[src/rtl/piano_pkg.sv]
// Shared constants for the UART piano recorder.
// Default rest character, note-length divisor and LED bit positions.
package piano_pkg;

  localparam logic [7:0] REST_CHAR_DEF = 8'h20;
  localparam int         NOTE_DIV      = 5;

  localparam int LED_REC   = 0;
  localparam int LED_OVF   = 1;
  localparam int LED_NOTE  = 2;
  localparam int LED_EMPTY = 3;

endpackage

[src/rtl/piano_fifo.sv]
// Synchronous FIFO with one-cycle registered read data.
// Ports: clk, rst, wr_en/din/full, rd_en/dout/empty.
module piano_fifo #(
  parameter int DEPTH = 256,
  parameter int WIDTH = 8
) (
  input  logic             clk,
  input  logic             rst,
  input  logic             wr_en,
  input  logic [WIDTH-1:0] din,
  output logic             full,
  input  logic             rd_en,
  output logic [WIDTH-1:0] dout,
  output logic             empty
);

  localparam int AW = (DEPTH > 1) ? $clog2(DEPTH) : 1;
  localparam int CW = $clog2(DEPTH + 1);

  localparam logic [AW-1:0] LAST = AW'(DEPTH - 1);
  localparam logic [CW-1:0] CMAX = CW'(DEPTH);

  logic [WIDTH-1:0] mem [DEPTH];
  logic [AW-1:0]    wptr;
  logic [AW-1:0]    rptr;
  logic [CW-1:0]    count;
  logic             wr_ok;
  logic             rd_ok;

  assign full  = (count == CMAX);
  assign empty = (count == '0);
  assign wr_ok = wr_en & ~full;
  assign rd_ok = rd_en & ~empty;

  always_ff @(posedge clk) begin
    if (wr_ok) begin
      mem[wptr] <= din;
    end
  end

  always_ff @(posedge clk) begin
    if (rst) begin
      wptr  <= '0;
      rptr  <= '0;
      count <= '0;
      dout  <= '0;
    end else begin
      if (wr_ok) begin
        wptr <= (wptr == LAST) ? '0 : wptr + AW'(1);
      end
      if (rd_ok) begin
        rptr <= (rptr == LAST) ? '0 : rptr + AW'(1);
        dout <= mem[rptr];
      end
      unique case ({wr_ok, rd_ok})
        2'b10:   count <= count + CW'(1);
        2'b01:   count <= count - CW'(1);
        default: count <= count;
      endcase
    end
  end

endmodule

[src/rtl/piano_note_recorder.sv]
// Samples the held key once per note period, queues chars, drains to UART TX.
// Ports: clk, rst, buttons, note_code/note_active, leds, ua_tx_din/wr_en/full.
module piano_note_recorder
  import piano_pkg::*;
#(
  parameter int         CYCLES_PER_SECOND = 125_000_000,
  parameter int         FIFO_DEPTH        = 256,
  parameter logic [7:0] REST_CHAR         = REST_CHAR_DEF,
  parameter int         MAX_RESTS         = 4
) (
  input  logic       clk,
  input  logic       rst,
  input  logic [2:0] buttons,
  input  logic [7:0] note_code,
  input  logic       note_active,
  output logic [5:0] leds,
  output logic [7:0] ua_tx_din,
  output logic       ua_tx_wr_en,
  input  logic       ua_tx_full
);

  localparam int NLW = 2 * $clog2(CYCLES_PER_SECOND) + 1;
  localparam int RW  = $clog2(MAX_RESTS + 1);

  localparam logic [NLW-1:0] NL_RST =
    NLW'(CYCLES_PER_SECOND / NOTE_DIV);
  localparam logic [NLW-1:0] NL_MAX = '1;
  localparam logic [NLW-1:0] NL_ONE = NLW'(1);
  localparam logic [RW-1:0]  R_MAX  = RW'(MAX_RESTS);

  logic [NLW-1:0] note_length;
  logic [NLW-1:0] nl_d;
  logic [NLW-1:0] counter;
  logic           recording;
  logic           overflow;
  logic           last_note;
  logic [RW-1:0]  rest_run;

  logic           dbl;
  logic           hlv;
  logic           cnt_hit;
  logic           tick;
  logic           rest_ok;
  logic           push;
  logic [7:0]     push_char;

  logic           fifo_wr;
  logic           fifo_full;
  logic           fifo_empty;
  logic           fifo_rd;
  logic [7:0]     fifo_dout;

  logic           rd_pending;
  logic           out_valid;
  logic [7:0]     out_data;

  assign dbl = buttons[0] & ~buttons[1];
  assign hlv = buttons[1] & ~buttons[0];

  always_comb begin
    nl_d = note_length;
    unique case (1'b1)
      dbl: begin
        nl_d = note_length[NLW-1] ? NL_MAX
                                  : note_length << 1;
      end
      hlv: begin
        nl_d = (note_length > NL_ONE) ? note_length >> 1
                                      : NL_ONE;
      end
      default: nl_d = note_length;
    endcase
  end

  // ">=" so a halving in mid-period ends the period at once
  assign cnt_hit   = counter >= (note_length - NL_ONE);
  assign tick      = recording & cnt_hit;
  assign rest_ok   = rest_run < R_MAX;
  assign push      = tick & (note_active | rest_ok);
  assign push_char = note_active ? note_code : REST_CHAR;
  assign fifo_wr   = push & ~fifo_full;

  always_ff @(posedge clk) begin
    if (rst) begin
      note_length <= NL_RST;
      counter     <= '0;
      recording   <= 1'b0;
      overflow    <= 1'b0;
      last_note   <= 1'b0;
      rest_run    <= '0;
    end else begin
      note_length <= nl_d;

      if (tick) begin
        last_note <= note_active;
        if (note_active) begin
          rest_run <= '0;
        end else if (rest_ok) begin
          rest_run <= rest_run + RW'(1);
        end
        if (push & fifo_full) begin
          overflow <= 1'b1;
        end
      end

      if (buttons[2]) begin
        recording <= ~recording;
        counter   <= '0;
        if (!recording) begin
          rest_run <= '0;
          overflow <= 1'b0;
        end
      end else if (recording) begin
        counter <= cnt_hit ? '0 : counter + NLW'(1);
      end
    end
  end

  piano_fifo #(
    .DEPTH (FIFO_DEPTH),
    .WIDTH (8)
  ) u_fifo (
    .clk   (clk),
    .rst   (rst),
    .wr_en (fifo_wr),
    .din   (push_char),
    .full  (fifo_full),
    .rd_en (fifo_rd),
    .dout  (fifo_dout),
    .empty (fifo_empty)
  );

  // one read in flight at a time; output reg must be free
  assign fifo_rd     = ~fifo_empty & ~out_valid & ~rd_pending;
  assign ua_tx_wr_en = out_valid & ~ua_tx_full;
  assign ua_tx_din   = out_data;

  always_ff @(posedge clk) begin
    if (rst) begin
      rd_pending <= 1'b0;
      out_valid  <= 1'b0;
      out_data   <= '0;
    end else begin
      rd_pending <= fifo_rd;
      if (rd_pending) begin
        out_data  <= fifo_dout;
        out_valid <= 1'b1;
      end else if (ua_tx_wr_en) begin
        out_valid <= 1'b0;
      end
    end
  end

  always_comb begin
    leds            = '0;
    leds[LED_REC]   = recording;
    leds[LED_OVF]   = overflow;
    leds[LED_NOTE]  = last_note;
    leds[LED_EMPTY] = fifo_empty;
  end

endmodule

[config.mk]
export PLATFORM = sky130hd
export DESIGN_NAME = piano_note_recorder
export DESIGN_NICKNAME = d
export VERILOG_FILES = /design/src/rtl/piano_pkg.sv /design/src/rtl/piano_fifo.sv /design/src/rtl/piano_note_recorder.sv
export SDC_FILE = /design/constraint.sdc
export NUM_CORES = 2
export LEC_CHECK = 0
export CAP_MARGIN = 10
export CORE_MARGIN = 2
export CORE_UTILIZATION = 40
export CTS_CLUSTER_DIAMETER = 150
export DETAILED_ROUTE_END_ITERATION = 12
export GPL_ROUTABILITY_DRIVEN = 0
export GPL_TIMING_DRIVEN = 1
export PLACE_DENSITY = 0.52
export SLEW_MARGIN = 20
export SYNTH_ARGS = -nofsm -noshare
export SYNTH_HDL_FRONTEND = slang
export SYNTH_HIERARCHICAL = 1
export SYNTH_SLANG_ARGS = --single-unit
[constraint.sdc]
create_clock -name clk -period 19.65 [get_ports clk]
set_input_delay 1.965 -clock clk [delete_from_list [all_inputs] [get_ports clk]]
set_output_delay 1.965 -clock clk [all_outputs]
set_load 0.02 [all_outputs]
# [Word-level counts from Yosys, hierarchy flattened]
# Memories as Yosys holds them, arrays and structs flattened. A register that Yosys moved wholly into a read port is not among the register bits.
# Index checks and enable logic that the tools add are counted.
[op_classes] magnitude_cmp=3 n_mux=21 bitwise=20 n_addsub=7 n_reduce_logical=5 eq_ne=5
[ops] operator="55-bit two-way mux" count=2
[ops] operator="55-bit one-hot mux with 2 select lines" count=1
[ops] operator="55-bit by 1-bit adder with 55-bit output, second input constant" count=1
[ops] operator="55-bit >= comparator" count=1
[ops] operator="55-bit by 1-bit greater-than comparator with 1-bit output, second input constant" count=1
[ops] operator="55-bit by 1-bit subtractor with 55-bit output, second input constant" count=1
[ops] operator="54-bit two-way mux" count=1
[ops] operator="8-bit two-way mux" count=3
[ops] operator="9-bit one-hot mux with 2 select lines" count=1
[ops] operator="8-bit by 1-bit adder with 8-bit output, second input constant" count=2
[ops] operator="8-bit equality test, second input constant" count=2
[ops] operator="3-bit two-way mux" count=5
[ops] operator="1-bit bitwise AND" count=11
[ops] operator="9-bit by 1-bit adder with 9-bit output, second input constant" count=1
[ops] operator="9-bit equality test, second input constant" count=1
[ops] operator="9-bit zero test" count=1
[ops] operator="9-bit by 1-bit subtractor with 9-bit output, second input constant" count=1
[ops] operator="1-bit two-way mux" count=8
[ops] operator="1-bit NOT" count=8
[ops] operator="2-bit nonzero test" count=3
[ops] operator="3-bit by 1-bit adder with 3-bit output, second input constant" count=1
[ops] operator="3-bit < comparator, second input constant" count=1
[ops] operator="2-bit by 1-bit equality test with 1-bit output, second input constant" count=1
[ops] operator="2-bit equality test, second input constant" count=1
[ops] operator="2 further kinds" count=2
[totals] memories=1 word_cells=74 output_inout_bits=15 mem_bits_rw=2048 in_bits=15 regBits=151
[memory_table] name="u_fifo.mem" words=256 width=8 rd=1 rd_ports_with_merged_regs=1 write_ports=1 line_no="piano_fifo.sv:23" text="logic [WIDTH-1:0] mem [DEPTH];"

# [Longest topological paths before layout]
[depth] ltp_word=9 mapped_depth=32 depth_no_buf=26

# [Modules after synthesis]
# The synthesis kept the hierarchy.
[by_module_without_submodules] mod="piano_fifo" cells_each=3799 n_inst=1 area_per_inst_um2=80738.7 seq_area_each_um2=62159.6
[by_module_without_submodules] mod="piano_note_recorder" cells_each=927 n_inst=1 area_per_inst_um2=7948.9 seq_area_each_um2=2522.4

# [Worst setup path after synthesis]
# OpenSTA, ideal clock, no wires.
[synth_path] path_type="reg2reg" start="reg note_length[39]" end="reg u_fifo.count[8]" path_stages_with_launch=32 t_required_ns=19.529 period_less_slack_ns=7.710 path_buffers=5 setup_time_ns=0.121 path_slack_ns=11.940 arrival_ns=7.589 path_cell_list="dfxtp_1 -> buf_6 -> or4_4 -> or3_4 -> or3_1 -> or3_1 -> buf_2 -> nor3_2 -> nand4_1 -> xnor2_1 -> ha_1 -> nand4_1 -> or3_1 -> nor4_1 -> nand2_1 -> a31o_2 -> a21oi_1 -> clkbuf_1 -> nor3b_1 -> and2_1 -> clkbuf_1 -> clkbuf_1 -> inv_1 -> ha_1 -> fa_1 -> a21o_1 -> a21oi_1 -> o21bai_1 -> a2111oi_0 -> or3_1 -> mux2i_1 -> mux2_2"
[synth_between] elab_chain_len=8 elab_cells_between_ends=10 cone_classes="add/sub (1); order compare (1); eq/ne (2); mux (1); bitwise (4); reduce/logical (1)"
[synth_lines] element="start: declaration" line_no="piano_note_recorder.sv:31" text="logic [NLW-1:0] note_length;"
[synth_lines] element="start signal: assignment" line_no="piano_note_recorder.sv:92" text="note_length <= nl_d;"
[synth_lines] element="55-bit by 1-bit subtractor with 55-bit output (*)" line_no="piano_note_recorder.sv:76" text="assign cnt_hit = counter >= (note_length - NL_ONE);"
[synth_lines] element="55-bit >= comparator (*)" line_no="piano_note_recorder.sv:76"
[synth_lines] element="1-bit bitwise AND (*)" line_no="piano_note_recorder.sv:77" text="assign tick = recording & cnt_hit;"
[synth_lines] element="1-bit bitwise AND (*)" line_no="piano_note_recorder.sv:79" text="assign push = tick & (note_active | rest_ok);"
[synth_lines] element="1-bit bitwise AND (*)" line_no="piano_note_recorder.sv:81" text="assign fifo_wr = push & ~fifo_full;"
[synth_lines] element="net fifo_wr" line_no="piano_note_recorder.sv:47" text="logic fifo_wr;"
[synth_lines] element="1-bit bitwise AND (*)" line_no="piano_fifo.sv:32" text="assign wr_ok = wr_en & ~full;"
[synth_lines] element="2-bit by 1-bit equality test with 1-bit output or 2-bit equality test (tied branches)" line_no="piano_fifo.sv:55" text="unique case ({wr_ok, rd_ok})"
[synth_lines] element="9-bit one-hot mux with 2 select lines or 2-bit nonzero test (tied branches)"
[synth_lines] element="end signal: assignment" line_no="piano_fifo.sv:56" text="2'b10: count <= count + CW'(1);"
[synth_lines] element="end signal: assignment" line_no="piano_fifo.sv:57" text="2'b01: count <= count - CW'(1);"
[synth_lines] element="end signal: assignment" line_no="piano_fifo.sv:58" text="default: count <= count;"
[synth_lines] element="end: declaration" line_no="piano_fifo.sv:26" text="logic [CW-1:0] count;"
# The timed path passes the listed nets; every way through them passes the cells marked *.
# A chain may end at the register's enable or synchronous reset.

# [Final worst setup path]
[layout_path] start="reg note_length[38]" end="reg u_fifo.count[8]"
# Same word-level chain as after synthesis.

==> results.cfg <==
[die]
io_pins = 30
die_w_um = 475
die_h_um = 475
initial_utilization = 0.403
core_area_sq_um = 220000
die_area_sq_um = 226000
rows = 172

[power]
leakage_nw = 28.1
peakVddDrop_mv = 0.0652
power_density_nw_per_um2 = 96.2

[grt]
antenna_found_initial = 7
grt_max_degree = 119
grt_overflow = 0
grt_first_pass_wirelength_um = 327000
grt_pass1_vias = 45446
grt_util_all_layers = 0.199

[worst_setup_path]
r2r_setup_slack_ns = 10.89
crit_fanout = 23
r2r.worst_path.cells = 26
critical_path.top_delay_family = simple AND/OR/NAND/NOR gates
cp_num_cells = 26
slowest_stage = and2_2
critPathArrivalTime_ns = 9.49
worst_setup_path_start_kind = register
critical_path_class = register to register
slowest_delay_ns = 0.66
crit_buf_inv = 1
worst_ep_required_time_ns = 20.39
cp-end-kind = register
crit_top_cell = or3_1

[logic_synthesis]
ys_seq_area_frac = 0.729
synth-seq-cells = 2207
syn-cell-area_sq_um = 88700
synthFlopType = edfxtp_1
syn_inst = 4726
synth_edf_count = 2048
yosysWarnings = 6
ys_types = 75
async_flop_share = 0
syn_area_per_cell_sq_um = 18.8

[finish]
layout_commonest_cell = edfxtp_1
drive_above_1_share = 0.196
fill_cells = 18875
nets = 4869
instances_no_fill = 7924
layout_common_cells = 2048 x edfxtp_1, 511 x mux4_2, 379 x nor2_1, 232 x clkbuf_16, 159 x mux2i_1
ff_latch_area_sq_um = 64700
area_growth_pct = 12.1
multiInputGateArea_sq_um = 22500

[clocking]
post_cts_buffers = 0
cts_tree = yes
clk_latency_ns = 0.88
cts_made_buffers = 228
hold_buffers = 0
cts_max_level = 4
cts_resized = 0
ctsLongestPathBuffers = 3
cts_sinks = 2207
root_buffer = clkbuf_16
path_clk_slew_ns = 0.06

[routing]
vias_per_cell = 5.68
first_pass_iters = 5
drt-total-wl_um = 224000
postRouteAntennaNets = 0
routedWlPerCell_um = 28.3
vias = 44992
drtIter0Drc = 4231
drc_errors = 0

[timing]
fin_tns_setup_ns = 0
hold_viol_final = 0
min_period_over_period = 0.446
finalCriticalPeriod_ns = 8.76
drv_slew = 0
relSlewSlack = 0.219
rsz0062_at_grt = no
timing.fmax_mhz = 114
tightest_slew_ns = 1.17
finalSetupViolCount = 0
skew_ns = 0.0511

[status]
status = finished clean

[worst_hold_path]
holdPathStages = 1
hold_class = register to register

[placed_design]
dpl.cell_count = 7506
dp_hpwl_um = 133000
portBuffers = 27

[job]
drv_cap = 0
## state kept, by name, summed over array words and instances (netlist names), 8 cells and up
| register | cells |
|---|---|
| counter | 55 |
| note_length | 55 |
| u_fifo/count | 9 |
| u_fifo/dout | 8 |
| u_fifo/mem | 2048 |
| u_fifo/rptr | 8 |
| u_fifo/wptr | 8 |
| ua_tx_din | 8 |
## where the power goes
| group | total, W | leakage [nW] | internal [W] | switching, W |
|---|---|---|---|---|
| logic | 0.000181 | 6.51 | 0.0000480 | 0.000133 |
| registers | 0.00516 | 18.1 | 0.00514 | 0.0000202 |
| clock network | 0.00422 | 3.54 | 0.00240 | 0.00183 |
| total | 0.00956 | 28.1 | 0.00758 | 0.00198 |
## through the flow
stage | hold slack [ns] | total power [W] | utilization | instance area [sq um] | worst slack (ns)
after detailed placement | 0.457 | 0.00544 | 0.419 | 92100 | 11.02
after CTS | 0.469 | 0.00966 | 0.452 | 99300 | 10.94
after global routing | 0.498 | 0.00985 | 0.452 | 99400 | 10.27
after global placement | 0.458 | 0.00544 | 0.418 | 92000 | 10.67
after floorplan | 0.439 | 0.00538 | - | 88700 | 11.94
final | 0.469 | 0.00956 | 0.452 | 99400 | 10.89
## metal layers
layer,global-route usage,wire (um)
met4,0.0479,4580
met1,0.291,101000
met5,0,13
met2,0.316,107000
met3,0.0281,12000
## cell type report
| cell class | instances | area share |
|---|---|---|
| clock buffers | 291 | 0.0612 |
| multi-input cells | 2170 | 0.226 |
| flip-flops and latches | 2207 | 0.651 |
| repair buffers | 107 | 0.00977 |
| well taps | 2958 | 0.0372 |
| inverters | 66 | 0.00254 |
| clock inverters | 123 | 0.0119 |
| diodes | 2 | 0.0000503 |
## path summary, 6_finish.rpt
check,startpoint,end
max,note_length[38],u_fifo/count[8]
min,out_valid,rd_pending
max reg2reg,note_length[38],u_fifo/count[8]
min reg2reg,out_valid,rd_pending
## cell families (layout without fill, tap and decap cells)
group / Yosys count / count (layout) / synth area share
AND/OR/NAND/NOR: 865 / 865 / 0.0460
buffers and inverters: 350 / 587 / 0.0192
XOR/XNOR: 119 / 119 / 0.0118
AO/OA/AOI/OAI: 437 / 437 / 0.0351
other: 1 / 4 / 0.0000423
flip-flops: 2207 / 2207 / 0.729
adder cells (fa/ha/maj): 74 / 74 / 0.0105
multiplexers: 673 / 673 / 0.148
## synth_stat cells (all sizes together), types with 3 or more instances
cell type  number  share of area
nor4           27         0.0023
a22o           31         0.0031
o221ai          7        0.00069
mux2            3        0.00038
and4b           3        0.00034
or4b            3        0.00034
buf           137          0.010
ha             73          0.010
a22oi          70         0.0059
a221oi         79         0.0079
clkbuf        147         0.0062
a2111oi         3        0.00030
nand3b          8        0.00068
edfxtp       2048           0.69
nand3          63         0.0036
a21o            7        0.00059
o22ai          17         0.0012
o211ai         26         0.0022
and4            7        0.00069
a21oi          92         0.0052
nor2          380          0.016
nor3          113         0.0066
or2             6        0.00042
dfxtp         159          0.036
and3           11        0.00078
nor2b          23         0.0016
or4             5        0.00055
xor2           45         0.0044
mux4          511           0.13
nand2         123         0.0052
nand2b         10        0.00079
a211o          13         0.0013
xnor2          74         0.0073
mux2i         159          0.018
nand4          39         0.0028
or3            17         0.0013
o21ai          45         0.0025
a211oi         22         0.0019
a31oi           6        0.00042
inv            66         0.0028
and2           23         0.0016
No activity file was read; power rests on OpenSTA's default activity.
